**config.mk**
```make
export PLATFORM = sky130hd
export DESIGN_NAME = fp_add_control
export DESIGN_NICKNAME = d
export VERILOG_FILES = /design/src/rtl/fp_add_pkg.sv /design/src/rtl/fp_align_sat.sv /design/src/rtl/fp_add_control.sv
export SDC_FILE = /design/constraint.sdc
export NUM_CORES = 1
export LEC_CHECK = 0
export ABC_CLOCK_PERIOD_IN_PS = 1450
export CAP_MARGIN = 30
export CORE_UTILIZATION = 37
export DETAILED_ROUTE_END_ITERATION = 16
export GPL_TIMING_DRIVEN = 0
export PLACE_DENSITY_LB_ADDON = 0.1
export SLEW_MARGIN = 20
export SYNTH_ARGS = -nofsm -noshare
export SYNTH_HDL_FRONTEND = slang
export SYNTH_SLANG_ARGS = --single-unit
```
**constraint.sdc**
```tcl
create_clock -name i_clk -period 1.45 [get_ports i_clk]
set_input_delay 0.2175 -clock i_clk [delete_from_list [all_inputs] [get_ports i_clk]]
set_output_delay 0.2175 -clock i_clk [all_outputs]
set_load 0.005 [all_outputs]
```
**src/rtl/fp_add_pkg.sv**
```systemverilog
// Shared definitions for the FP adder control slice.
//   - FSM state encoding (4-bit)
//   - big-ULA opcodes
//   - datapath widths and exponent / alignment limits
package fp_add_pkg;

  localparam int unsigned MANT_W  = 26;
  localparam int unsigned EXP_W   = 8;
  localparam int unsigned SHIFT_W = 5;

  localparam logic [7:0] EXP_MAX   = 8'd255;
  // Shifting right by the full mantissa width already clears it.
  localparam logic [4:0] ALIGN_SAT = 5'd26;

  localparam logic [3:0] ULA_ADD = 4'h0;
  localparam logic [3:0] ULA_SUB = 4'h1;

  typedef enum logic [3:0] {
    StIdle,
    StAlign,
    StAdd,
    StNormChk,
    StShiftR,
    StShiftL,
    StRound,
    StRoundChk,
    StZero,
    StDone
  } state_e;

endpackage

```
**src/rtl/fp_align_sat.sv**
```systemverilog
// Saturating conversion of the exponent difference into an alignment shift amount.
// Ports:
//   i_diff   in   DIFF_W   |expA - expB|
//   o_shift  out  SHIFT_W  min(i_diff, SAT_VAL)
module fp_align_sat
  import fp_add_pkg::*;
#(
  parameter int unsigned        DIFF_W  = 8,
  parameter int unsigned        SHIFT_W = 5,
  parameter logic [SHIFT_W-1:0] SAT_VAL = SHIFT_W'(ALIGN_SAT)
) (
  input  logic [DIFF_W-1:0]  i_diff,
  output logic [SHIFT_W-1:0] o_shift
);

  always_comb begin
    o_shift = SAT_VAL;
    if (i_diff < DIFF_W'(SAT_VAL)) begin
      o_shift = i_diff[SHIFT_W-1:0];
    end
  end

endmodule

```
**src/rtl/fp_add_control.sv**
```systemverilog
// Control FSM for the single-precision FP adder datapath. On a start pulse it
// sequences exponent compare/alignment, mantissa add/sub, the normalisation
// loop, rounding (with one renormalisation) and the final output load.
// Ports:
//   i_clk, i_reset                  clock, synchronous active-high reset
//   i_start                         request one add (sampled only in idle)
//   i_sign_a, i_sign_b              operand signs
//   i_exp_a_lt_b, i_exp_diff        small-ULA compare result and |expA-expB|
//   i_mant_carry/hidden/zero        mantissa register status
//   i_round_carry                   rounding overflowed the mantissa
//   i_exp_result                    current exponent register value
//   o_decisor_* / o_subtrador_*     datapath mux/direction selects
//   o_exp_bypass                    load exponent unchanged
//   o_align_shift, o_norm_shift     shift amounts
//   o_ula_op                        big-ULA opcode
//   o_load_exp/mant/out             register enables
//   o_sign_result                   result sign
//   o_busy, o_done                  status; done is a one-cycle pulse
//   o_overflow, o_underflow         sticky until the next accepted start
module fp_add_control
  import fp_add_pkg::*;
#(
  parameter int unsigned MANT_W  = fp_add_pkg::MANT_W,
  parameter int unsigned EXP_W   = fp_add_pkg::EXP_W,
  parameter int unsigned SHIFT_W = fp_add_pkg::SHIFT_W
) (
  input  logic               i_clk,
  input  logic               i_reset,
  input  logic               i_start,
  input  logic               i_sign_a,
  input  logic               i_sign_b,
  input  logic               i_exp_a_lt_b,
  input  logic [EXP_W-1:0]   i_exp_diff,
  input  logic               i_mant_carry,
  input  logic               i_mant_hidden,
  input  logic               i_mant_zero,
  input  logic               i_round_carry,
  input  logic [EXP_W-1:0]   i_exp_result,
  output logic               o_decisor_mux_expoentes,
  output logic               o_decisor_mux_expoente_escolhido,
  output logic               o_decisor_mux_escolhe_shift_right,
  output logic               o_decisor_mux_entrada_dois_ula,
  output logic               o_decisor_mux_saida_big_ula,
  output logic               o_decisor_shift_right_left,
  output logic               o_subtrador_somador_subtrador,
  output logic               o_exp_bypass,
  output logic [SHIFT_W-1:0] o_align_shift,
  output logic [SHIFT_W-1:0] o_norm_shift,
  output logic [3:0]         o_ula_op,
  output logic               o_load_exp,
  output logic               o_load_mant,
  output logic               o_load_out,
  output logic               o_sign_result,
  output logic               o_busy,
  output logic               o_done,
  output logic               o_overflow,
  output logic               o_underflow
);

  state_e             r_state;
  state_e             w_state_next;
  logic               r_lt;
  logic               r_sa;
  logic               r_sb;
  logic [EXP_W-1:0]   r_diff;
  logic               r_round_done;
  logic               r_overflow;
  logic               r_underflow;
  logic [SHIFT_W-1:0] w_align_shift;
  logic               w_exp_at_max;
  logic               w_exp_at_min;
  logic               w_accept;

  // One more increment would produce the all-ones (inf/NaN) exponent.
  assign w_exp_at_max = (i_exp_result == EXP_W'(EXP_MAX - 8'd1));
  // Decrementing below 1 would leave the normal range.
  assign w_exp_at_min = (i_exp_result <= EXP_W'(1));
  assign w_accept     = (r_state == StIdle) && i_start;

  fp_align_sat #(
    .DIFF_W  (EXP_W),
    .SHIFT_W (SHIFT_W),
    .SAT_VAL (SHIFT_W'(MANT_W))
  ) u_align_sat (
    .i_diff  (r_diff),
    .o_shift (w_align_shift)
  );

  // State register
  always_ff @(posedge i_clk) begin
    if (i_reset) begin
      r_state <= StIdle;
    end else begin
      r_state <= w_state_next;
    end
  end

  // Operand latches and sticky flags
  always_ff @(posedge i_clk) begin
    if (i_reset) begin
      r_lt         <= 1'b0;
      r_sa         <= 1'b0;
      r_sb         <= 1'b0;
      r_diff       <= '0;
      r_round_done <= 1'b0;
      r_overflow   <= 1'b0;
      r_underflow  <= 1'b0;
    end else if (w_accept) begin
      r_lt         <= i_exp_a_lt_b;
      r_sa         <= i_sign_a;
      r_sb         <= i_sign_b;
      r_diff       <= i_exp_diff;
      r_round_done <= 1'b0;
      r_overflow   <= 1'b0;
      r_underflow  <= 1'b0;
    end else begin
      if (r_state == StRound) begin
        r_round_done <= 1'b1;
      end
      if ((r_state == StShiftR) && w_exp_at_max) begin
        r_overflow <= 1'b1;
      end
      if ((r_state == StShiftL) && w_exp_at_min) begin
        r_underflow <= 1'b1;
      end
    end
  end

  // Next-state logic
  always_comb begin
    w_state_next = r_state;
    unique case (r_state)
      StIdle:     if (i_start) w_state_next = StAlign;
      StAlign:    w_state_next = StAdd;
      StAdd:      w_state_next = StNormChk;
      StNormChk: begin
        if (i_mant_zero)        w_state_next = StZero;
        else if (i_mant_carry)  w_state_next = StShiftR;
        else if (!i_mant_hidden) w_state_next = StShiftL;
        else if (r_round_done)  w_state_next = StDone;
        else                    w_state_next = StRound;
      end
      StShiftR:   w_state_next = w_exp_at_max ? StDone : StNormChk;
      StShiftL:   w_state_next = w_exp_at_min ? StDone : StNormChk;
      StRound:    w_state_next = StRoundChk;
      // A rounding carry gets one renormalisation; round_done stops a second round.
      StRoundChk: w_state_next = i_round_carry ? StShiftR : StDone;
      StZero:     w_state_next = StDone;
      StDone:     w_state_next = StIdle;
      default:    w_state_next = StIdle;
    endcase
  end

  // Moore output decode
  always_comb begin
    o_decisor_mux_expoentes           = 1'b0;
    o_decisor_mux_expoente_escolhido  = 1'b0;
    o_decisor_mux_escolhe_shift_right = 1'b0;
    o_decisor_mux_entrada_dois_ula    = 1'b0;
    o_decisor_mux_saida_big_ula       = 1'b0;
    o_decisor_shift_right_left        = 1'b0;
    o_subtrador_somador_subtrador     = 1'b0;
    o_exp_bypass                      = 1'b0;
    o_align_shift                     = '0;
    o_norm_shift                      = '0;
    o_ula_op                          = ULA_ADD;
    o_load_exp                        = 1'b0;
    o_load_mant                       = 1'b0;
    o_load_out                        = 1'b0;
    o_sign_result                     = 1'b0;
    o_done                            = 1'b0;
    unique case (r_state)
      StAlign: begin
        // The smaller-exponent operand is the one aligned.
        o_decisor_mux_expoentes           = r_lt;
        o_decisor_mux_escolhe_shift_right = ~r_lt;
        o_decisor_mux_entrada_dois_ula    = ~r_lt;
        o_align_shift                     = w_align_shift;
        o_ula_op                          = (r_sa ^ r_sb) ? ULA_SUB : ULA_ADD;
      end
      StAdd: begin
        o_load_mant   = 1'b1;
        o_load_exp    = 1'b1;
        o_exp_bypass  = 1'b1;
        o_sign_result = r_lt ? r_sb : r_sa;
      end
      StShiftR: begin
        o_norm_shift                     = SHIFT_W'(1);
        o_decisor_mux_saida_big_ula      = 1'b1;
        o_decisor_mux_expoente_escolhido = 1'b1;
        o_load_mant                      = 1'b1;
        o_load_exp                       = 1'b1;
      end
      StShiftL: begin
        if (!w_exp_at_min) begin
          o_norm_shift                     = SHIFT_W'(1);
          o_decisor_shift_right_left       = 1'b1;
          o_decisor_mux_saida_big_ula      = 1'b1;
          o_decisor_mux_expoente_escolhido = 1'b1;
          o_subtrador_somador_subtrador    = 1'b1;
          o_load_mant                      = 1'b1;
          o_load_exp                       = 1'b1;
        end
      end
      StRound: begin
        o_load_mant = 1'b1;
      end
      StZero: begin
        o_exp_bypass                     = 1'b1;
        o_decisor_mux_expoente_escolhido = 1'b1;
        o_load_exp                       = 1'b1;
      end
      StDone: begin
        o_load_out = 1'b1;
        o_done     = 1'b1;
      end
      default: ;
    endcase
  end

  assign o_busy      = (r_state != StIdle);
  assign o_overflow  = r_overflow;
  assign o_underflow = r_underflow;

endmodule

```
==> impl_metrics.json, run 1 <==
{
  "fin_crit_ns": 2.02,
  "holdBufCountCts": 0,
  "cp.required_ns": 1.23,
  "power_density_mw_per_mm2": 633,
  "cp.arrival_ns": 1.80,
  "start_util_pct": 39.0,
  "fin_nets": 268,
  "viasPerCell": 5.26,
  "io-pin-count": 56,
  "max_stage_delay_ns": 0.57,
  "cp-start-kind": "flip-flop",
  "wirelength_mm": 4.49,
  "worst-path-max-fanout": 3,
  "clockRootBuffer": "clkbuf_4",
  "final_common_cell": "buf_4",
  "cpMostUsedCell": "buf_4",
  "die_w_um": 58.7,
  "rows": 20,
  "timing.rr.start": "r_state[3]",
  "placed_area_mm2": 0.00176,
  "violations": "negative setup slack",
  "setup_violations": 37,
  "fin_ws_ns": -0.569,
  "cts_tree": "done",
  "dr_total_vias": 1499,
  "numCtsBuffers": 3,
  "finalHoldViolCount": 0,
  "firstDrtPassIters": 4,
  "grt_pass1_wl_mm": 6.86,
  "htree_levels": 1,
  "ys_seq_elements": 18,
  "cp.depth": 6,
  "crit_path_top_delay_cell": "or4b_4",
  "postRouteAntennaNets": 0,
  "reg2reg_slack_ns": -0.39,
  "cts.sinks": 18,
  "place.gp.congestion": 0.829,
  "crit_buf_inv": 4,
  "area_delta_synth_final_pct": 98.8,
  "dp_hpwl_mm": 2.47,
  "avgSynthCellArea_um2": 7.99,
  "synth_edf_count": 0,
  "worst-setup-path-type": "reg -> out",
  "synthFlopType": "dfxtp_1",
  "hold_start": "i_exp_result[6]",
  "yosys_warnings": 0,
  "finalCritPeriodShare_pct": 139,
  "maxCapViolations": 0,
  "slew-limit-headroom_pct": 61.6,
  "grt.overflow.total": 0,
  "path_clk_slew_ns": 0.10,
  "setup_tns_ns": -13.13,
  "antenna_found_initial": 0,
  "cp-endpoint": "o_decisor_mux_escolhe_shift_right",
  "synth_async_sr_flop_share_pct": 0,
  "place_ws_ns": -1.04,
  "synth-seq-area-share_pct": 30.3,
  "clock_latency_ns": 0.30,
  "synth_cells": 149,
  "synth_area_mm2": 0.00119,
  "first_global_vias": 1474,
  "port-buffer-count": 48,
  "core_mm2": 0.00305,
  "drt_iter0_markers": 58,
  "synth_cell_type_count": 44,
  "worstRegToRegCells": 6,
  "slew_violations": 0,
  "end_kind": "output pin",
  "die_height_um": 58.7,
  "wl_per_cell_um": 15.8,
  "startpoint": "r_state[1]",
  "diodes": 0,
  "grt_max_degree": 11,
  "p_leak_nw": 0.956,
  "grt_usage_pct": 26.5,
  "drive_gt1_share_pct": 53.9,
  "fin_worst_skew_ns": 0.00773,
  "final_util_pct": 77.6,
  "status": "finished with violations",
  "die-area_mm2": 0.00345,
  "worstMarginPinSlew_ns": 0.576,
  "max_freq_mhz": 495,
  "drc": 0,
  "crit_path_cell_trace": "or4b_4 > buf_4 > buf_4 > nor2_4 > buf_4 > buf_4",
  "clockBufferDepth": 2,
  "hold_path_class": "in -> reg",
  "rr_endpoint": "r_state[3]",
  "stdcell_area_mm2": 0.00237,
  "layout_common_cells": "30 x buf_4, 24 x buf_6, 23 x clkdlybuf4s50_1, 16 x buf_2, 14 x dfxtp_1",
  "ir_worst_vdd_v": 0.000624,
  "rsz0062_at_grt": "yes",
  "cp_top_family": "simple AND/OR/NAND/NOR gates"
}
-- flip-flops by register name (all words and copies together) (netlist names) --
| name | flops |
|---|---|
| o_overflow | 1 |
| o_underflow | 1 |
| r_diff | 8 |
| r_lt | 1 |
| r_round_done | 1 |
| r_sa | 1 |
| r_sb | 1 |
| r_state | 4 |
-- area by class of cell --
type,instances,area [um2]
buffer,18,154
fill,215,684
timing repair buffer,86,792
clock buffer,4,36.3
sequential,18,375
multi-input combinational,107,926
inverter,8,30.0
tap,44,55.1
-- report_power, final --
group	internal [mW]	switching (mW)	total [mW]	leakage [nW]
combinational	0.338	0.284	0.622	0.785
clock	0.153	0.166	0.319	0.0210
sequential	0.521	0.0370	0.558	0.150
-- through the flow --
step	cells	hold WS (ns)	total power, mW
3_5_place_dp	247	0.455	0.940
5_1_grt	285	0.382	1.57
4_1_cts	280	0.396	1.41
2_1_floorplan	155	0.287	0.751
3_3_place_gp	247	0.442	0.930
6_report	285	0.381	1.50
-- how the worst min path moves through the flow --
stage,to,slack (ns),depth (start not counted)
after floorplan,r_diff[7],0.29,1
after global placement,o_overflow,0.44,2
after detailed placement,o_overflow,0.46,2
after CTS,o_underflow,0.40,4
after global routing,o_underflow,0.38,4
final,o_underflow,0.38,4
-- routing by layer --
metal	vias up	wire [um]	track usage (%)
li1	708	-	-
met1	694	1720	29.3
met2	71	2330	47.1
met3	26	236	6.15
met4	0	200	13.3
met5	-	0	0
-- cells by family after synthesis --
kind of cell	after synthesis	synth area share (%)
compound gates	48	27.4
simple gates	48	25.6
buf+inv	30	13.3
flops	18	30.3
xor+xnor	3	2.21
mux	1	0.840
other cells	1	0.315
-- cells in the mapped netlist, types with 2 or more instances --
library cell	n	area share [%]
dfxtp_1	18	30
a21oi_1	16	6.7
o21ai_0	14	5.9
nand3_1	13	5.5
buf_4	12	7.6
clkbuf_1	9	2.8
inv_1	8	2.5
nor2_1	5	1.6
nor2b_1	4	2.1
and2_1	3	1.6
nor3_1	3	1.3
xnor2_1	3	2.2
a21boi_0	2	1.3
and3_1	2	1.1
nand3b_1	2	1.3
nand4_1	2	1.1
nand4b_1	2	1.5
nor3b_1	2	1.3
nor4_1	2	1.1
o21bai_1	2	1.3
o31ai_1	2	1.3
-- worst min-delay path, delay by kind of cell --
| kind | cells | cell delay [ns] |
|---|---|---|
| buffers and inverters | 1 | 0.07 |
| and+or+nand+nor | 2 | 0.26 |
| AOI/OAI and AO/OA | 1 | 0.08 |
-- what timing repair did --
item,CTS,global route
endpoints found under the hold margin,0,0
setup endpoints to repair,36,38
resized for setup,180,32
setup buffers,31,9
pin swaps,24,14
Power figures use the tool's default switching activity.
==> run 2: changes to the inputs <==
--- a/config.mk
+++ b/config.mk
@@ -11,7 +11,6 @@
 export DETAILED_ROUTE_END_ITERATION = 16
 export GPL_TIMING_DRIVEN = 0
 export PLACE_DENSITY_LB_ADDON = 0.1
-export SLEW_MARGIN = 20
 export SYNTH_ARGS = -nofsm -noshare
 export SYNTH_HDL_FRONTEND = slang
 export SYNTH_SLANG_ARGS = --single-unit
==> results of run 2 <==
Final layout, timing and power as in run 1 (identical DEF).
==> run 3: changes to the inputs <==
--- a/config.mk
+++ b/config.mk
@@ -7,10 +7,12 @@
 export LEC_CHECK = 0
 export ABC_CLOCK_PERIOD_IN_PS = 1450
 export CAP_MARGIN = 30
+export CORE_ASPECT_RATIO = 1.1
 export CORE_UTILIZATION = 37
 export DETAILED_ROUTE_END_ITERATION = 16
 export GPL_TIMING_DRIVEN = 0
 export PLACE_DENSITY_LB_ADDON = 0.1
+export SKIP_CTS_REPAIR_TIMING = 1
 export SYNTH_ARGS = -nofsm -noshare
 export SYNTH_HDL_FRONTEND = slang
 export SYNTH_SLANG_ARGS = --single-unit
==> run 3 against run 2 <==
The run still ends with negative setup slack left. Total power decreased by 6.2%. Cell area is 7.0% lower. Die area hardly changed. Fmax fell by 1.3%.
==> impl_metrics.json, run 3 (synthesis results as in run 1) <==
{
  "fin_ws_ns": -0.595,
  "fin_nets": 261,
  "clockRootBuffer": "clkbuf_4",
  "postRouteAntennaNets": 0,
  "slew_violations": 0,
  "cp.required_ns": 1.23,
  "hold_start": "i_exp_result[7]",
  "finalHoldViolCount": 0,
  "core_mm2": 0.00305,
  "cp-start-kind": "flip-flop",
  "max_freq_mhz": 489,
  "path_clk_slew_ns": 0.10,
  "diodes": 0,
  "reg_top3": "r_diff: 8 flops, r_state: 4 flops",
  "status": "finished with violations",
  "largest_reg_flops": 8,
  "slew-limit-headroom_pct": 53.3,
  "layout_common_cells": "28 x buf_4, 23 x clkdlybuf4s50_1, 19 x buf_6, 14 x dfxtp_1",
  "htree_levels": 1,
  "grt.overflow.total": 0,
  "cp.arrival_ns": 1.83,
  "wl_per_cell_um": 13.7,
  "drc": 0,
  "place_inst": 237,
  "io-pin-count": 56,
  "clock_latency_ns": 0.29,
  "reg2reg_slack_ns": -0.27,
  "stdcell_area_mm2": 0.00220,
  "grt_pass1_wl_mm": 4.84,
  "maxCapViolations": 0,
  "final_util_pct": 72.3,
  "clockBufferDepth": 2,
  "place.gp.congestion": 0.822,
  "grt_max_degree": 11,
  "finalNonFillerCells": 267,
  "setup_tns_ns": -9.71,
  "regMostFlops": "r_diff",
  "viasPerCell": 5.30,
  "timing.rr.start": "r_state[2]",
  "die_height_um": 61.5,
  "antenna_found_initial": 0,
  "first_global_vias": 1132,
  "die-area_mm2": 0.00345,
  "port-buffer-count": 48,
  "numCtsBuffers": 3,
  "hold_path_class": "in -> reg",
  "grt_usage_pct": 17.9,
  "report.power.total_mw": 1.41,
  "power_density_mw_per_mm2": 638,
  "fin_crit_ns": 2.05,
  "startpoint": "r_state[2]",
  "dr_total_vias": 1416,
  "die_w_um": 56.1,
  "drive_gt1_share_pct": 51.5,
  "p_leak_nw": 0.912,
  "worst-setup-path-type": "reg -> out",
  "drt_iter0_markers": 31,
  "fin_worst_skew_ns": 0.00608,
  "violations": "negative setup slack",
  "ir_worst_vdd_v": 0.000455,
  "placed_area_mm2": 0.00174,
  "cts.sinks": 18,
  "rsz0062_at_grt": "yes",
  "finalCritPeriodShare_pct": 141,
  "firstDrtPassIters": 4,
  "area_delta_synth_final_pct": 85.0,
  "cts_tree": "done",
  "final_common_cell": "buf_4",
  "setup_violations": 34,
  "holdWs_ns": 0.391,
  "end_kind": "output pin",
  "rows": 21,
  "wirelength_mm": 3.66,
  "worst-path-max-fanout": 8,
  "dp_hpwl_mm": 2.29,
  "start_util_pct": 39.1,
  "place_ws_ns": -1.05,
  "worstMarginPinSlew_ns": 0.700
}
-- run 3: cell count changes in the layout (fill, tap and decap cells not counted), sizes merged --
cell	before	now
clkdlybuf4s15	1	0
dlymetal6s2s	0	1
buf	75	58
clkbuf	9	18
-- run 3: worst max-delay path: stages, from the launching register on --
cell and delay, ns:
dfxtp_2 0.33, buf_6 0.12, or4b_4 0.48, buf_6 0.14
and3b_1 0.22, and2_1 0.13, clkbuf_2 0.11
-- run 3: path summary, 6_finish.rpt --
check	to	depth (start not counted)
worst max-delay path	o_align_shift[0]	6
worst min-delay path	o_underflow	4
worst max register to register	r_diff[0]	9
worst min register to register	o_underflow	2
-- run 3: area by class of cell --
cell class              count  area, um2
plain buffers              22        199
clock buffers               3       22.5
fillers                   229        845
inverters                   8       30.0
multi-input cells         107        905
flip-flops and latches     18        370
well taps                  34       42.5
repair buffers             75        634
-- run 3: where the power goes --
part	internal (mW)	switching [mW]
combinational	0.338	0.260
clock	0.0966	0.147
sequential	0.525	0.0405
-- run 3: routing by layer --
metal,wire (um),share of wire (%),global-route usage (%)
met1,1500,41,20.7
met2,1970,54,33.0
met4,85,2.3,8.36
met5,0,0,0
met3,112,3.1,2.94
==> variant 1, RTL diff (config.mk and constraints of run 3) <==
Change the package constant `EXP_W` from 8 to 12.
--- a/src/rtl/fp_add_pkg.sv
+++ b/src/rtl/fp_add_pkg.sv
@@ -7,3 +7,3 @@
   localparam int unsigned MANT_W  = 26;
-  localparam int unsigned EXP_W   = 8;
+  localparam int unsigned EXP_W   = 12;
   localparam int unsigned SHIFT_W = 5;
Ports: changed (resized i_exp_diff and i_exp_result); port bits go from 56 to 64. The function was not compared with the original's and may differ.
==> variant 1 against run 3 <==
  * Highest routed layer unchanged
  * Sequential power increased by 19%
  * Count of clock-buffer cells in the layout unchanged
  * Critical path type is now in -> out
  * Area after synthesis increased by 17%
  * Sequential cell count increased by 4
  * Cell area increased by 13%
  * Synthesized cell count increased by 16%
  * Sequential share of layout area increased by 1.3 points
  * Worst setup slack improved by 59 ps
  * The flow still finishes with violations (negative setup slack)
  * Total power increased by 36%
  * Routed wire length increased by 12%
==> variant 1: results (changes against run 3) <==
metric;value;unit;change
status;complete, but fails checks;;
failing checks;negative setup slack;;
setup ws final;-536;ps;+59.3 ps
register-to-register setup slack;-460;ps;-190 ps
Layout fillers;330;;+44%
crit path from;i_exp_result[10];;
worst r2r src;r_state[1];;
final WL;4.10;mm;+12%
R2R Path End;r_state[3];;
fin cells;309;;+16%
routed vias/inst;5.10;;-3.8%
root buffer cell;clkbuf_8;;
R2R cell count;5;;-4
dpl cells;283;;+19%
Synth area leaders;dfxtp_1, buf_4, a21oi_1;;
Crit Path Max Fanout;4;;-4
met3 wire length;240;um;+110%
static leakage;1.11;nW;+21%
Total GRT Usage;19.4;%;+1.5 points
Slew headroom;64.2;%;+11 points
Hold Path Class;in -> reg;;
Largest regs;r_diff x12, r_state x4;;
DRT iter0 DRCs;33;;+6.5%
worst skew pair latency;260;ps;-30 ps
post-synthesis sequential area ratio;31.6;%;+1.3 points
slowest cell delay on critical path;560;ps;+80 ps
pre-CTS setup slack;-1200;ps;-155 ps
Routability Congestion;0.794;;-3.4%
Setup crit end;o_load_exp;;
largest net degree at the start of global routing;14;;+3
P_sw;0.541;mW;+21%
met3 Use GR;4.50;%;+1.6 points
grt met1 use;22.1;%;+1.4 points
most frequent cells after synthesis;dfxtp_1, a21oi_1, nand3_1, o21ai_0, buf_4;;
Peak VDD IR;0.000610;V;+34%
nets@finish;294;;+13%
Placed Area;2030;sq um;+17%
GR Util met2;34.6;%;+1.6 points
post-DP HPWL;2.83;mm;+23%
synth warn;0;;unchanged
Netlist cell types;50;;+14%
TNS Setup;-6550;ps;+3160 ps
layout cells sized above 1;44.4;%;-7.1 points
fin. max-slew vios;0;;unchanged
final setup violation count;24;;-29%
Critical Path AT;1770;ps;-60 ps
global-route wire length before repair;5.85;mm;+21%
vias in the first global route;1316;;+16%
ys flop type;dfxtp_1;;
Met1 Routed Length;1.75;mm;+17%
-- variant 1: logic make-up (layout without fill, tap and decap cells) --
logic type / count (synthesis) / after routing / synth area share (%)
buffers and inverters: 34 / 114 / 13.0
XOR/XNOR: 3 / 3 / 1.89
AO/OA/AOI/OAI: 52 / 52 / 24.1
multiplexers: 1 / 1 / 0.808
AND/OR/NAND/NOR: 60 / 60 / 28.4
other: 1 / 7 / 0.269
flip-flops: 22 / 22 / 31.6
-- variant 1: worst min-delay path by stage --
stage                 endpoint          start  cells past startpoint  slack (ps)
finish               r_diff[9]        i_reset                      2         380
global route         r_diff[9]        i_reset                      2         400
CTS                  r_diff[9]        i_reset                      2         330
detailed placement  o_overflow     o_overflow                      2         440
global placement    o_overflow     o_overflow                      2         440
floorplan            r_diff[0]  i_exp_diff[0]                      2         370
-- variant 1: power groups by stage --
stage	clock, mW	sequential, mW	combinational (mW)
global placement	0	0.680	0.478
CTS	0.581	0.666	0.482
global route	0.601	0.680	0.729
detailed placement	0	0.680	0.479
floorplan	0	0.674	0.264
finish	0.572	0.674	0.672
-- variant 1: area by class of cell --
cell class | instances | area [sq um] | share of cell area, %
multi-input combinational | 123 | 976 | 39.3
timing repair buffer | 78 | 677 | 27.3
sequential | 22 | 449 | 18.1
buffer | 24 | 218 | 8.77
tap | 50 | 62.6 | 2.52
clock buffer | 3 | 41.3 | 1.66
clock inverter | 1 | 30.0 | 1.21
inverter | 8 | 30.0 | 1.21
-- variant 1: through the flow --
stage	util (%)	hold WS, ps
after floorplan	-	365
after CTS	58.1	333
after detailed placement	56.1	440
after global routing	68.5	398
after global placement	56.1	438
final	68.5	375
==> variant 2, RTL diff (config.mk and constraints of run 3) <==
Made on the original files. Make the reset (`i_reset`) asynchronous in 2 clocked blocks. Comments in the files are not updated.
--- a/src/rtl/fp_add_control.sv
+++ b/src/rtl/fp_add_control.sv
@@ -89,3 +89,3 @@
   // State register
-  always_ff @(posedge i_clk) begin
+  always_ff @(posedge i_clk or posedge i_reset) begin
     if (i_reset) begin
@@ -98,3 +98,3 @@
   // Operand latches and sticky flags
-  always_ff @(posedge i_clk) begin
+  always_ff @(posedge i_clk or posedge i_reset) begin
     if (i_reset) begin
Function: differs if i_reset is asserted again (counterexample within 4 cycles, from zero or initial values and one cycle with i_reset high); with i_reset held inactive, the same outputs for 10 cycles.
==> variant 2 against run 3 <==
  * The flow still finishes with violations (negative setup slack)
  * Register-to-register slack improved by 110 ps
  * Sequential share of layout area up 4.0 points
  * Area after synthesis down 0.32%
  * Sequential cell count is the same
  * Routed wire length rose by 3.3%
  * Cell area fell by 0.57%
  * Worst setup slack improved by 180 ps
  * Largest cell class is now non-clock buffers
  * Highest routed layer unchanged
Power is not compared: it rests on default switching activity, and its combinational part moved more than twofold at a synthesized area within 25%.
==> variant 2: results (changes against run 3) <==
metric;value;unit;change
status;complete, but fails checks;;
failing checks;negative setup slack;;
Ant. Diodes;0;;unchanged
Synth area leaders;dfrtp_1, mux2_2, buf_4;;
largest net degree at the start of global routing;19;;+8
final setup violation count;27;;-21%
Routability Congestion;0.843;;+2.5%
vias in the first global route;1036;;-8.5%
DRT iter0 DRCs;30;;-3.2%
clk buf depth;2;;unchanged
Netlist cell types;39;;-11%
Layout fillers;225;;-1.7%
initial antenna violation count;0;;unchanged
Peak VDD IR;0.00138;V;
global-route wire length before repair;4.29;mm;-11%
TNS Setup;-5730;ps;+3980 ps
WL/cell;16.0;um;+17%
Placed Area;1730;sq um;-0.65%
cell internal pwr;2.53;mW;
final WL;3.79;mm;+3.3%
register-to-register setup slack;-160;ps;+110 ps
R2R cell count;4;;-5
Total GRT Usage;16.0;%;-1.9 points
post-DP HPWL;2.19;mm;-4.3%
ys flop type;dfrtp_1;;
layout cells sized above 1;52.5;%;+0.97 points
setup ws final;-419;ps;+176 ps
pre-CTS setup slack;-856;ps;+193 ps
Clk pin slew, worst setup/hold paths;100;ps;about the same
Worst Skew;6.09;ps;+0.0143 ps
dpl cells;206;;-13%
worst slew pin tran;670;ps;-30.0 ps
post-synthesis sequential area ratio;37.9;%;+7.7 points
Post-synth ARST share;100;%;+100 points
most frequent cells after synthesis;dfrtp_1, mux2_2, buf_4;;
Hold Path Class;in -> async;;
total number of vias;1220;;-14%
fin area;2190;sq um;-0.57%
nets@finish;229;;-12%
Crit Path Max Fanout;6;;-2
-- variant 2: area by class of cell --
| cell class | count | share of cell area, % |
|---|---|---|
| plain buffers | 16 | 6.51 |
| repair buffers | 74 | 31.5 |
| well taps | 34 | 1.94 |
| flip-flops and latches | 18 | 20.8 |
| multi-input cells | 86 | 37.0 |
| inverters | 4 | 0.685 |
| clock buffers | 4 | 1.66 |
-- variant 2: worst paths after layout --
kind / startpoint / to
max in group asynchronous: i_reset / r_state[1]
setup / recovery: r_state[2] / o_decisor_mux_expoente_escolhido
hold / removal: i_reset / r_diff[6]
setup reg to reg: r_state[0] / r_round_done
min in group i_clk: i_exp_result[4] / r_state[1]
hold reg to reg: o_overflow / o_overflow
-- variant 2: critical path, stage by stage (launching register included) --
cell	delay (ps)
dfrtp_2	470
buf_6	140
nand4bb_4	120
o21bai_4	210
buf_6	130
buf_6	110
o31ai_4	40
buf_2	140
-- variant 2: cell families (layout without fill, tap and decap cells) --
family	count (synthesis)	in the layout	synth area share (%)
buffers and inverters	20	98	10.9
multiplexers	13	13	12.2
other	1	7	0.316
AO/OA/AOI/OAI	20	20	12.9
flip-flops	18	18	37.9
AND/OR/NAND/NOR	43	43	23.6
XOR/XNOR	3	3	2.21
-- variant 2: per-layer routing --
metal | vias up | track usage [%] | part of all wire (%)
li1 | 579 | - | -
met1 | 582 | 17.3 | 41
met2 | 55 | 30.6 | 53
met3 | 4 | 2.94 | 5.3
met4 | 0 | 7.67 | 1.1
met5 | - | 0 | 0
-- variant 2: stage by stage --
step / total power, mW / hold WS (ps)
after floorplan: 2.02 / 156
after global placement: 2.78 / 481
after detailed placement: 2.85 / 494
after CTS: 3.16 / 333
after global routing: 4.40 / 364
final: 4.16 / 315
